$ cat src/rtl/perf_pkg.sv
// Shared encodings for the performance counter bank: channel modes and freeze FSM states.
package perf_pkg;
  localparam logic [1:0] MODE_OFF   = 2'b00;
  localparam logic [1:0] MODE_LEVEL = 2'b01;
  localparam logic [1:0] MODE_EDGE  = 2'b10;

  typedef enum logic {
    ST_RUN    = 1'b0,
    ST_FROZEN = 1'b1
  } state_e;
endpackage

$ cat src/rtl/perf_channel.sv
// One event counter: mode/sat config, edge history, sticky overflow and snapshot shadow.
module perf_channel
  import perf_pkg::*;
#(
  parameter int CNT_W = 32
) (
  input  logic             clk,
  input  logic             rst,
  input  logic             cnt_en_i,
  input  logic             ev_i,
  input  logic             clr_i,
  input  logic             snap_i,
  input  logic             cfg_we_i,
  input  logic [1:0]       cfg_mode_i,
  input  logic             cfg_sat_i,
  output logic [CNT_W-1:0] cnt_o,
  output logic [CNT_W-1:0] shadow_o,
  output logic             ovf_o
);
  logic [CNT_W-1:0] cnt_q, cnt_d, shadow_q;
  logic [1:0]       mode_q;
  logic             sat_q, ovf_q, ovf_d, prev_q, hit;

  always_comb begin
    hit = 1'b0;
    if (cnt_en_i) begin
      if (mode_q == MODE_LEVEL)     hit = ev_i;
      else if (mode_q == MODE_EDGE) hit = ev_i & ~prev_q;
    end
    cnt_d = cnt_q;
    ovf_d = ovf_q;
    if (clr_i) begin
      cnt_d = '0;
      ovf_d = 1'b0;
    end else if (hit) begin
      if (cnt_q == {CNT_W{1'b1}}) begin
        ovf_d = 1'b1;
        if (!sat_q) cnt_d = '0;
      end else begin
        cnt_d = cnt_q + CNT_W'(1);
      end
    end
  end

  always_ff @(posedge clk) begin
    if (rst) begin
      cnt_q    <= '0;
      shadow_q <= '0;
      ovf_q    <= 1'b0;
      prev_q   <= 1'b0;
      mode_q   <= MODE_LEVEL;
      sat_q    <= 1'b0;
    end else begin
      cnt_q  <= cnt_d;
      ovf_q  <= ovf_d;
      // history tracks the line even while frozen so resume sees no false edge
      prev_q <= ev_i;
      if (snap_i) shadow_q <= cnt_q;
      if (cfg_we_i) begin
        mode_q <= cfg_mode_i;
        sat_q  <= cfg_sat_i;
      end
    end
  end

  assign cnt_o    = cnt_q;
  assign shadow_o = shadow_q;
  assign ovf_o    = ovf_q;
endmodule

$ cat src/rtl/perf_counter_bank.sv
// NUM_CH event counters with a halt-driven freeze FSM, atomic snapshot and registered readout.
module perf_counter_bank
  import perf_pkg::*;
#(
  parameter int NUM_CH = 4,
  parameter int CNT_W  = 32,
  parameter int SEL_W  = 4
) (
  input  logic              clk,
  input  logic              rst,
  input  logic              halt,
  input  logic              resume,
  input  logic [NUM_CH-1:0] event_in,
  input  logic [NUM_CH-1:0] clr_ch,
  input  logic              cfg_we,
  input  logic [SEL_W-1:0]  cfg_ch,
  input  logic [1:0]        cfg_mode,
  input  logic              cfg_sat,
  input  logic              snap_req,
  input  logic [SEL_W-1:0]  rd_sel,
  input  logic              rd_src,
  output logic [CNT_W-1:0]  rd_data,
  output logic [NUM_CH-1:0] ovf,
  output logic              frozen
);
  state_e state_q;
  logic   frozen_q, cnt_en;
  logic [NUM_CH-1:0][CNT_W-1:0] cnt, shadow;
  logic [CNT_W-1:0] rd_data_q, rd_data_d;

  always_ff @(posedge clk) begin
    if (rst) begin
      state_q  <= ST_RUN;
      frozen_q <= 1'b0;
    end else begin
      case (state_q)
        ST_RUN: if (halt) begin
          state_q  <= ST_FROZEN;
          frozen_q <= 1'b1;
        end
        ST_FROZEN: if (resume && !halt) begin
          state_q  <= ST_RUN;
          frozen_q <= 1'b0;
        end
        default: begin
          state_q  <= ST_RUN;
          frozen_q <= 1'b0;
        end
      endcase
    end
  end

  assign cnt_en = (state_q == ST_RUN) && !halt;

  for (genvar i = 0; i < NUM_CH; i++) begin : g_ch
    perf_channel #(.CNT_W(CNT_W)) u_ch (
      .clk       (clk),
      .rst       (rst),
      .cnt_en_i  (cnt_en),
      .ev_i      (event_in[i]),
      .clr_i     (clr_ch[i]),
      .snap_i    (snap_req),
      .cfg_we_i  (cfg_we && (cfg_ch == SEL_W'(i))),
      .cfg_mode_i(cfg_mode),
      .cfg_sat_i (cfg_sat),
      .cnt_o     (cnt[i]),
      .shadow_o  (shadow[i]),
      .ovf_o     (ovf[i])
    );
  end

  // out-of-range selects match no channel and read as zero
  always_comb begin
    rd_data_d = '0;
    for (int i = 0; i < NUM_CH; i++)
      if (rd_sel == SEL_W'(i)) rd_data_d = rd_src ? shadow[i] : cnt[i];
  end

  always_ff @(posedge clk) begin
    if (rst) rd_data_q <= '0;
    else     rd_data_q <= rd_data_d;
  end

  assign rd_data = rd_data_q;
  assign frozen  = frozen_q;
endmodule

$ cat config.mk
export PLATFORM = sky130hd
export DESIGN_NAME = perf_counter_bank
export DESIGN_NICKNAME = d
export VERILOG_FILES = /design/src/rtl/perf_pkg.sv /design/src/rtl/perf_channel.sv /design/src/rtl/perf_counter_bank.sv
export SDC_FILE = /design/constraint.sdc
export NUM_CORES = 1
export LEC_CHECK = 0
export CAP_MARGIN = 20
export CELL_PAD_IN_SITES_DETAIL_PLACEMENT = 0
export CELL_PAD_IN_SITES_GLOBAL_PLACEMENT = 1
export CORE_MARGIN = 3
export CORE_UTILIZATION = 43
export DETAILED_ROUTE_END_ITERATION = 12
export PLACE_DENSITY = 0.85
export SLEW_MARGIN = 20
export SYNTH_ARGS = -nofsm -noshare
export SYNTH_HDL_FRONTEND = slang
export SYNTH_SLANG_ARGS = --single-unit
$ cat constraint.sdc
create_clock -name clk -period 2.4 [get_ports clk]
set_clock_uncertainty 0.15 [all_clocks]
set_input_delay 0.36 -clock clk [delete_from_list [all_inputs] [get_ports clk]]
set_output_delay 0.36 -clock clk [all_outputs]
set_load 0.005 [all_outputs]
**After elaboration in Yosys (flattened, before gate mapping)**

Index checks and enable logic that the tools add are counted.

- Input bits: 26
- Logic and storage cells: 120
- Register bits: 310

- Multiplexer cells: 34
- Add/subtract/negate cells: 4
- Reduce and logical (&&, ||, !) cells: 22
- Bitwise operators: 9
- Equal/unequal tests: 24

Operators by type and width:

| operator | number |
|---|---|
| 32-bit two-way mux | 16 |
| 32-bit by 1-bit adder with 32-bit output, second input constant | 4 |
| 32-bit equality test, second input constant | 4 |
| 2-bit AND reduction | 9 |
| 4-bit by 2-bit equality test with 1-bit output, second input constant | 4 |
| 1-bit two-way mux | 16 |
| 2-bit inequality test, second input constant | 5 |
| 2-bit by 1-bit equality test with 1-bit output, second input constant | 4 |
| 2-bit equality test, second input constant | 4 |
| 4-bit by 1-bit equality test with 1-bit output, second input constant | 2 |
| 4-bit logical NOT | 2 |
| 2-bit OR reduction | 4 |
| 1-bit logical AND | 6 |
| 1-bit NOT | 5 |
| 1-bit AND | 4 |
| 1-bit one-hot mux with 2 select lines | 2 |
| 2-bit by 1-bit inequality test with 1-bit output, second input constant | 1 |
| 1-bit logical NOT | 1 |

**Logic depth before layout (Yosys ltp)**

Gate-level depths: netlist of the first run.

- Depth in word-level cells: 6
- Mapped depth: 10
- Gate-level depth less buffers: 7

**Hierarchy**

A second synthesis of the first run with hierarchy kept.

- Cells, all modules: 1768
- Area, all modules: 15966.6 um2

Modules (own cells, without submodules):

| module | sequential area each (um2) | cells an instance | instances | area an instance (um2) |
|---|---|---|---|---|
| perf_channel (g_ch[0].u_ch ...) | 1381.3 | 360 | 3 | 3185.6 |
| perf_counter_bank | 680.7 | 348 | 1 | 3359.5 |
| perf_channel (g_ch[1].u_ch) | 1381.3 | 340 | 1 | 3050.4 |

**Least setup slack after synthesis of the first run**

No wires, ideal clock.

- Path kind: register to register
- From: register g_ch[0].u_ch.cnt_q[0]
- To: register g_ch[0].u_ch.cnt_q[13]
- Data required time: 2.118 ns
- Slack: -0.148 ns
- Clock period less this slack: 2.548 ns
- Library setup time: 0.132 ns
- Data arrival time: 2.266 ns
- Cell stages (with the launch flop): 9
- Path buffers: 1
- Path through: dfxtp_1 ha_1 nand3_1 or4_4 or4_4 buf_6 and2_1 o21ai_1 a21oi_1

- Longest elaborated chain between the ends: 3
- Elaborated cells between the ends (all ways): 5

Ends and longest elaborated chain:

| what | RTL line | source |
|---|---|---|
| start: declaration | perf_channel.sv:20 | `logic [CNT_W-1:0] cnt_q, cnt_d, shadow_q;` |
| start signal: assignment | perf_channel.sv:54 | `cnt_q <= cnt_d;` |
| branches (longest 3 deep; another with 32-bit by 1-bit adder with 32-bit output) | n/a |  |

Parallel ways; which one is timed is not known.
A chain may end at the register's enable or synchronous reset.

**Worst setup path in the final report of the first run**

- From: register g_ch[0].u_ch.cnt_q[1]
- To: register g_ch[0].u_ch.cnt_q[8]

Same word-level chain as after synthesis.

==> flow_metrics.env, run 1 <==
export IMPL_finalSetupViolCount=2
export IMPL_finalCriticalPeriod_ns=2.40
export IMPL_core_um2=33900
export IMPL_hold_class="input pin to flop"
export IMPL_yosys_area_top_type="dfxtp_1"
export IMPL_nFillCells=3051
export IMPL_num_vias=13600
export IMPL_cpMaxStageDelayCell="or4_4"
export IMPL_die_x_um=192
export IMPL_crit_chain="ha_4 -> nand3_4 -> or4_4 -> or3_4 -> o21ai_4 -> buf_6 -> buf_4 -> o21ai_1 -> nor2_1"
export IMPL_synth_edf_count=0
export IMPL_drtAntennaViolNets=0
export IMPL_crit_fanout=8
export IMPL_yosys_warnings=0
export IMPL_finalNonFillerCells=2373
export IMPL_placed_area_um2=17600
export IMPL_ys_types=72
export IMPL_synth_top_area_share_pct=41.6
export IMPL_arrival_ns=2.72
export IMPL_numCtsBuffers=37
export IMPL_critical_path_top_delay_family="simple AND/OR/NAND/NOR gates"
export IMPL_vdd_ir_drop_max_v=0.000685
export IMPL_clock_path_buffers=3
export IMPL_hold_viol_final=0
export IMPL_ys_ff_latch=310
export IMPL_grt_use_total_pct=24.2
export IMPL_min_period_over_period_pct=100
export IMPL_cp_num_buf_inv=2
export IMPL_ys_flop_type="dfxtp_1"
export IMPL_report_power_total_mw=11.3
export IMPL_first_global_vias=13000
export IMPL_cts_tree="built"
export IMPL_gp_congestion=0.909
export IMPL_wl_per_cell_um=19.1
export IMPL_initial_core_util_pct=44.1
export IMPL_max_cap_viol_count=0
export IMPL_syn_area_per_cell_um2=8.96
export IMPL_firstDrtPassIters=5
export IMPL_p_leak_nw=7.38
export IMPL_path_class="flop to flop"
export IMPL_multi_input_area_um2=8400
export IMPL_rows=67
export IMPL_n_antenna_cell=0
export IMPL_cp_required_ns=2.71
export IMPL_clock_latency_ns=0.53
export IMPL_dp_cells=2296
export IMPL_cpPeakStageDelay_ns=0.47
export IMPL_drive_gt1_share_pct=22.3
export IMPL_outcome="complete, but fails checks"
export IMPL_netlist_instances=1666
export IMPL_port_buffers=62
export IMPL_vias_per_cell=5.73
export IMPL_clkTransAtPathRegs_ns=0.06
export IMPL_grt_ovfl_total=0
export IMPL_drt_initial_drc_count=1030
export IMPL_fp_dieH_um=192
export IMPL_numClockSinks=310
export IMPL_num_nets_final=1931
export IMPL_htreeDepth=2
export IMPL_drc=0
export IMPL_worst_setup_path_end_kind="flop"
export IMPL_violations="setup timing"
export IMPL_clock_root_buffer="clkbuf_16"
export IMPL_rsz0062_at_grt="yes"
export IMPL_register_area_um2=6210
export IMPL_netlist_area_um2=14900
export IMPL_slew_headroom_pct=56.1
export IMPL_fmax_mhz=416
export IMPL_cts_hold_buf=0
export IMPL_fin_area_um2=19200
export IMPL_slew_violations=0
export IMPL_synth_area_leaders="dfxtp_1 42%, mux2i_1 14%, nor2_1 6.8%"
export IMPL_area_delta_synth_final_pct=28.4
export IMPL_dp_hpwl_um=32800
export IMPL_die_area_um2=37000
export IMPL_grt_first_pass_wirelength_um=71100
export IMPL_startpoint_type="flop"
export IMPL_synth_seq_area_share_pct=41.6
export IMPL_synthArstFlopShare_pct=0
export IMPL_worst_pin_slew_ns=0.658
export IMPL_totalWireLength_um=45300
export IMPL_worst_slack_ns=-0.00406
export IMPL_synth_nets=1696
export IMPL_grt_max_degree=49
export IMPL_antenna_found_initial=0
export IMPL_pin_count=63
export IMPL_powerDensity_nw_per_um2=588
export IMPL_setup_tns_ns=-0.00429
-- worst reg2reg max path, stage by stage, from the launching register on --
cell and delay [ns]:
dfxtp_2 0.35, ha_4 0.15, nand3_4 0.08, or4_4 0.47, or3_4 0.41, o21ai_4 0.24, buf_6 0.18, buf_4 0.12
o21ai_1 0.07, nor2_1 0.12
-- layout make-up --
class	count	share of cell area (%)
Tap cell	448	2.92
Inverter	15	0.294
Clock inverter	11	0.633
Sequential cell	310	32.4
Timing Repair Buffer	325	14.5
Clock buffer	52	5.44
Multi-Input combinational cell	1212	43.8
-- cell usage after synthesis, types with 15 or more instances --
cell and instances:
dfxtp_1 310, nor2_1 271, mux2i_1 210, a21oi_1 105, nand2_1 79, clkbuf_1 78
o21ai_0 62, nand3_1 52, nor3_1 47, nand4_1 40, o22ai_1 34, mux4_2 32
or3_1 24, buf_2 21, and3_1 20, buf_1 20, nor4_1 20, and4_1 19
inv_1 15
-- report_power, final --
part           internal, mW  switching, mW  total (mW)
logic                 0.280          0.373       0.654
clock network          3.24           2.20        5.45
registers              5.16        0.00869        5.17
total                  8.68           2.58        11.3
-- metal layers --
metal | vias to the layer above | track usage, % | share of wire (%)
met4 | 0 | 7.54 | 2.7
met2 | 412 | 40.8 | 48
li1 | 6542 | - | -
met3 | 89 | 3.49 | 6.0
met1 | 6547 | 32.1 | 43
met5 | - | 0 | 0
-- path summary, 6_finish.rpt --
kind / startpoint / endpoint / slack (ns) / depth (start not counted)
hold / removal: rst / g_ch[3].u_ch.shadow_o[0] / 0.06 / 2
setup reg to reg: g_ch[0].u_ch.cnt_o[1] / g_ch[0].u_ch.cnt_o[8] / -0.004 / 9
setup / recovery: g_ch[0].u_ch.cnt_o[1] / g_ch[0].u_ch.cnt_o[8] / -0.004 / 9
hold reg to reg: g_ch[2].u_ch.ovf_o / g_ch[2].u_ch.ovf_o / 0.32 / 2
-- per-stage QoR --
step                utilization [%]  setup slack (ns)  hold slack, ns
floorplan                         -           0.00754           0.288
global placement               51.9            -0.128           0.301
detailed placement             51.9            -0.207           0.316
CTS                            55.6          0.000906          0.0523
global route                   56.6           -0.0685          0.0698
finish                         56.6          -0.00406          0.0563
-- cells in the final DEF, fill, tap and decap left out, types with 7 or more instances in the layout --
cell               n
a211oi_1          10
a21oi_1          105
a31oi_1           11
a41oi_1            8
and3_1            19
and4_1            19
buf_12            11
buf_4            240
buf_6             15
clkbuf_1           9
clkbuf_16         37
clkdlybuf4s50_1   59
dfxtp_1          305
inv_1             15
mux2i_1          210
mux4_2            32
nand2_1           78
nand3_1           49
nand4_1           40
nor2_1           270
nor2b_1           12
nor3_1            43
nor4_1            16
o21ai_0           57
o21ai_1            7
o22ai_1           34
or2_2              7
or3_1             21
or4_1              7
or4_4              7
xnor2_1            8
xor2_1            13
-- what timing repair did --
action	4_1_cts	5_1_grt
pin swaps	4	24
setup endpoints to repair	44	68
resized for setup	10	55
setup buffers	2	11
cloned	1	0
hold endpoints to repair	0	0
-- state kept, by name, summed over array words and instances, names as in the netlist --
signal	count
g_ch.u_ch.cnt_o	128
g_ch.u_ch.shadow_o	128
rd_data	32
g_ch.u_ch.mode_q	8
g_ch.u_ch.ovf_o	4
g_ch.u_ch.prev_q	4
g_ch.u_ch.sat_q	4
frozen	1
state_q	1
-- kinds of logic after synthesis --
family                     share of synthesized area [%]
DFF                                                 41.6
xor gates and xnor gates                            1.29
adders and majority gates                          0.335
and+or+nand+nor                                     21.6
AOI/OAI and AO/OA                                   11.8
buffers and inverters                               4.13
muxes                                               19.3
No activity file was read; power rests on OpenSTA's default activity.
==> run 2, diff against run 1 <==
Settings changed: RECOVER_POWER set to 100.
==> run 2 against run 1 <==
Net effect:
- the run still ends with setup timing left
- sequential share of layout area rose by 0.31 points
- critical path depth stayed put
- final area decreased by 0.93%
- non-clock buffer count unchanged
- largest cell class unchanged
==> flow_metrics.env, run 2 (synthesis gave the netlist of run 1 again) <==
export IMPL_port_buffers=62
export IMPL_vias_per_cell=5.73
export IMPL_drive_gt1_share_pct=20.7
export IMPL_grt_max_degree=49
export IMPL_hold_viol_final=0
export IMPL_max_cap_viol_count=0
export IMPL_arrival_ns=2.73
export IMPL_firstDrtPassIters=5
export IMPL_num_vias=13600
export IMPL_dp_cells=2296
export IMPL_drc=0
export IMPL_worst_pin_slew_ns=1.10
export IMPL_hold_class="input pin to flop"
export IMPL_startpoint_type="flop"
export IMPL_crit_fanout=8
export IMPL_dp_hpwl_um=32800
export IMPL_initial_core_util_pct=44.1
export IMPL_cts_tree="built"
export IMPL_slew_violations=0
export IMPL_path_class="flop to flop"
export IMPL_fmax_mhz=414
export IMPL_fp_dieH_um=192
export IMPL_cp_required_ns=2.71
export IMPL_grt_ovfl_total=0
export IMPL_powerDensity_nw_per_um2=593
export IMPL_vdd_ir_drop_max_v=0.000683
export IMPL_drtAntennaViolNets=0
export IMPL_numClockSinks=310
export IMPL_num_nets_final=1931
export IMPL_finalSetupViolCount=3
export IMPL_totalWireLength_um=45300
export IMPL_clock_latency_ns=0.53
export IMPL_globalRouteMet2Util_pct=40.8
export IMPL_finalNonFillerCells=2373
export IMPL_die_area_um2=37000
export IMPL_outcome="complete, but fails checks"
export IMPL_rows=67
export IMPL_nFillCells=3087
export IMPL_die_x_um=192
export IMPL_clock_path_buffers=3
export IMPL_whs_ns=0.0579
export IMPL_wl_per_cell_um=19.1
export IMPL_pin_count=63
export IMPL_grt_use_total_pct=24.2
export IMPL_fin_util_pct=56.1
export IMPL_clock_root_buffer="clkbuf_16"
export IMPL_grt_first_pass_wirelength_um=71100
export IMPL_htreeDepth=2
export IMPL_core_um2=33900
export IMPL_worst_slack_ns=-0.0129
export IMPL_layout_common_cells="305 x dfxtp_1, 270 x nor2_1, 210 x mux2i_1, 204 x buf_4, 105 x a21oi_1"
export IMPL_area_delta_synth_final_pct=27.2
export IMPL_numCtsBuffers=37
export IMPL_slew_headroom_pct=26.8
export IMPL_rsz0062_at_grt="yes"
export IMPL_drt_initial_drc_count=885
export IMPL_first_global_vias=13000
export IMPL_met1_usage_pct=32.1
export IMPL_use_met3_pct=3.49
export IMPL_finalCriticalPeriod_ns=2.41
export IMPL_mostFrequentLayoutCell="dfxtp_1"
export IMPL_gp_congestion=0.909
export IMPL_grt_busiest_layer="met2"
export IMPL_antenna_found_initial=1
export IMPL_worst_setup_path_end_kind="flop"
export IMPL_cts_hold_buf=0
export IMPL_violations="setup timing"
export IMPL_min_period_over_period_pct=101
export IMPL_clkTransAtPathRegs_ns=0.06
export IMPL_n_antenna_cell=0
export IMPL_p_leak_nw=7.37
-- run 2: cell types whose count changed in the layout (fill, tap and decap cells not counted) --
cell             before  now
clkdlybuf4s50_1      59   20
clkbuf_2              0    9
buf_2                 0    1
clkbuf_1              9   39
dlygate4sd3_1         0   39
buf_4               240  204
buf_12               11    8
buf_6                15   14
-- run 2: final timing paths --
check                        startpoint                       end  slack (ns)  depth (start not counted)
setup / recovery  g_ch[0].u_ch.cnt_o[1]     g_ch[0].u_ch.cnt_o[8]       -0.01                          9
hold / removal                      rst  g_ch[3].u_ch.shadow_o[0]        0.06                          2
setup reg to reg  g_ch[0].u_ch.cnt_o[1]     g_ch[0].u_ch.cnt_o[8]       -0.01                          9
hold reg to reg      g_ch[2].u_ch.ovf_o        g_ch[2].u_ch.ovf_o        0.31                          2
-- run 2: where the power goes --
group	internal, mW	switching, mW
sequential	5.16	0.00870
combinational	0.267	0.372
clock	3.24	2.21
total	8.67	2.59
-- run 2: worst max-delay path, stage by stage (launching register included) --
cell     delay [ns]
dfxtp_2        0.35
ha_4           0.15
nand3_4        0.08
or4_4          0.47
or3_4          0.41
o21ai_4        0.24
buf_6          0.18
buf_4          0.12
o21ai_1        0.07
nor2_1         0.12
-- run 2: what timing repair did --
action	in CTS	in global routing
setup buffers	2	11
setup endpoints to repair	44	68
pin swaps	4	24
resized for setup	10	55
gates cloned	1	0
-- run 2: area by class of cell --
type / count / area [um2] / area share, %
inverters: 15 / 56.3 / 0.296
well taps: 448 / 561 / 2.95
clock buffers: 52 / 1040 / 5.49
multi-input cells: 1212 / 8400 / 44.2
flip-flops and latches: 310 / 6210 / 32.7
repair buffers: 325 / 2600 / 13.7
clock inverters: 11 / 121 / 0.639
-- run 2: per-layer routing --
| layer | up-vias | wire [um] |
|---|---|---|
| li1 | 6541 | - |
| met5 | - | 0 |
| met2 | 408 | 21600 |
| met4 | 0 | 1390 |
| met3 | 93 | 2570 |
| met1 | 6550 | 19700 |
-- run 2: stage by stage --
step / power (mW) / cell area [um2] / setup slack [ns] / TNS, ns
detailed placement: 5.90 / 17600 / -0.207 / -5.86
CTS: 11.4 / 18800 / 0.000906 / 0
floorplan: 5.64 / 14900 / 0.00754 / 0
global route: 11.6 / 19000 / -0.0685 / -1.31
finish: 11.3 / 19000 / -0.0129 / -0.0315
global placement: 5.90 / 17600 / -0.128 / -2.67
==> run 3, diff against run 2 <==
Settings changed: GPL_TIMING_DRIVEN set to 1.
==> results of run 3 <==
Same layout as run 2: the final DEF is identical, and so are final timing and power.
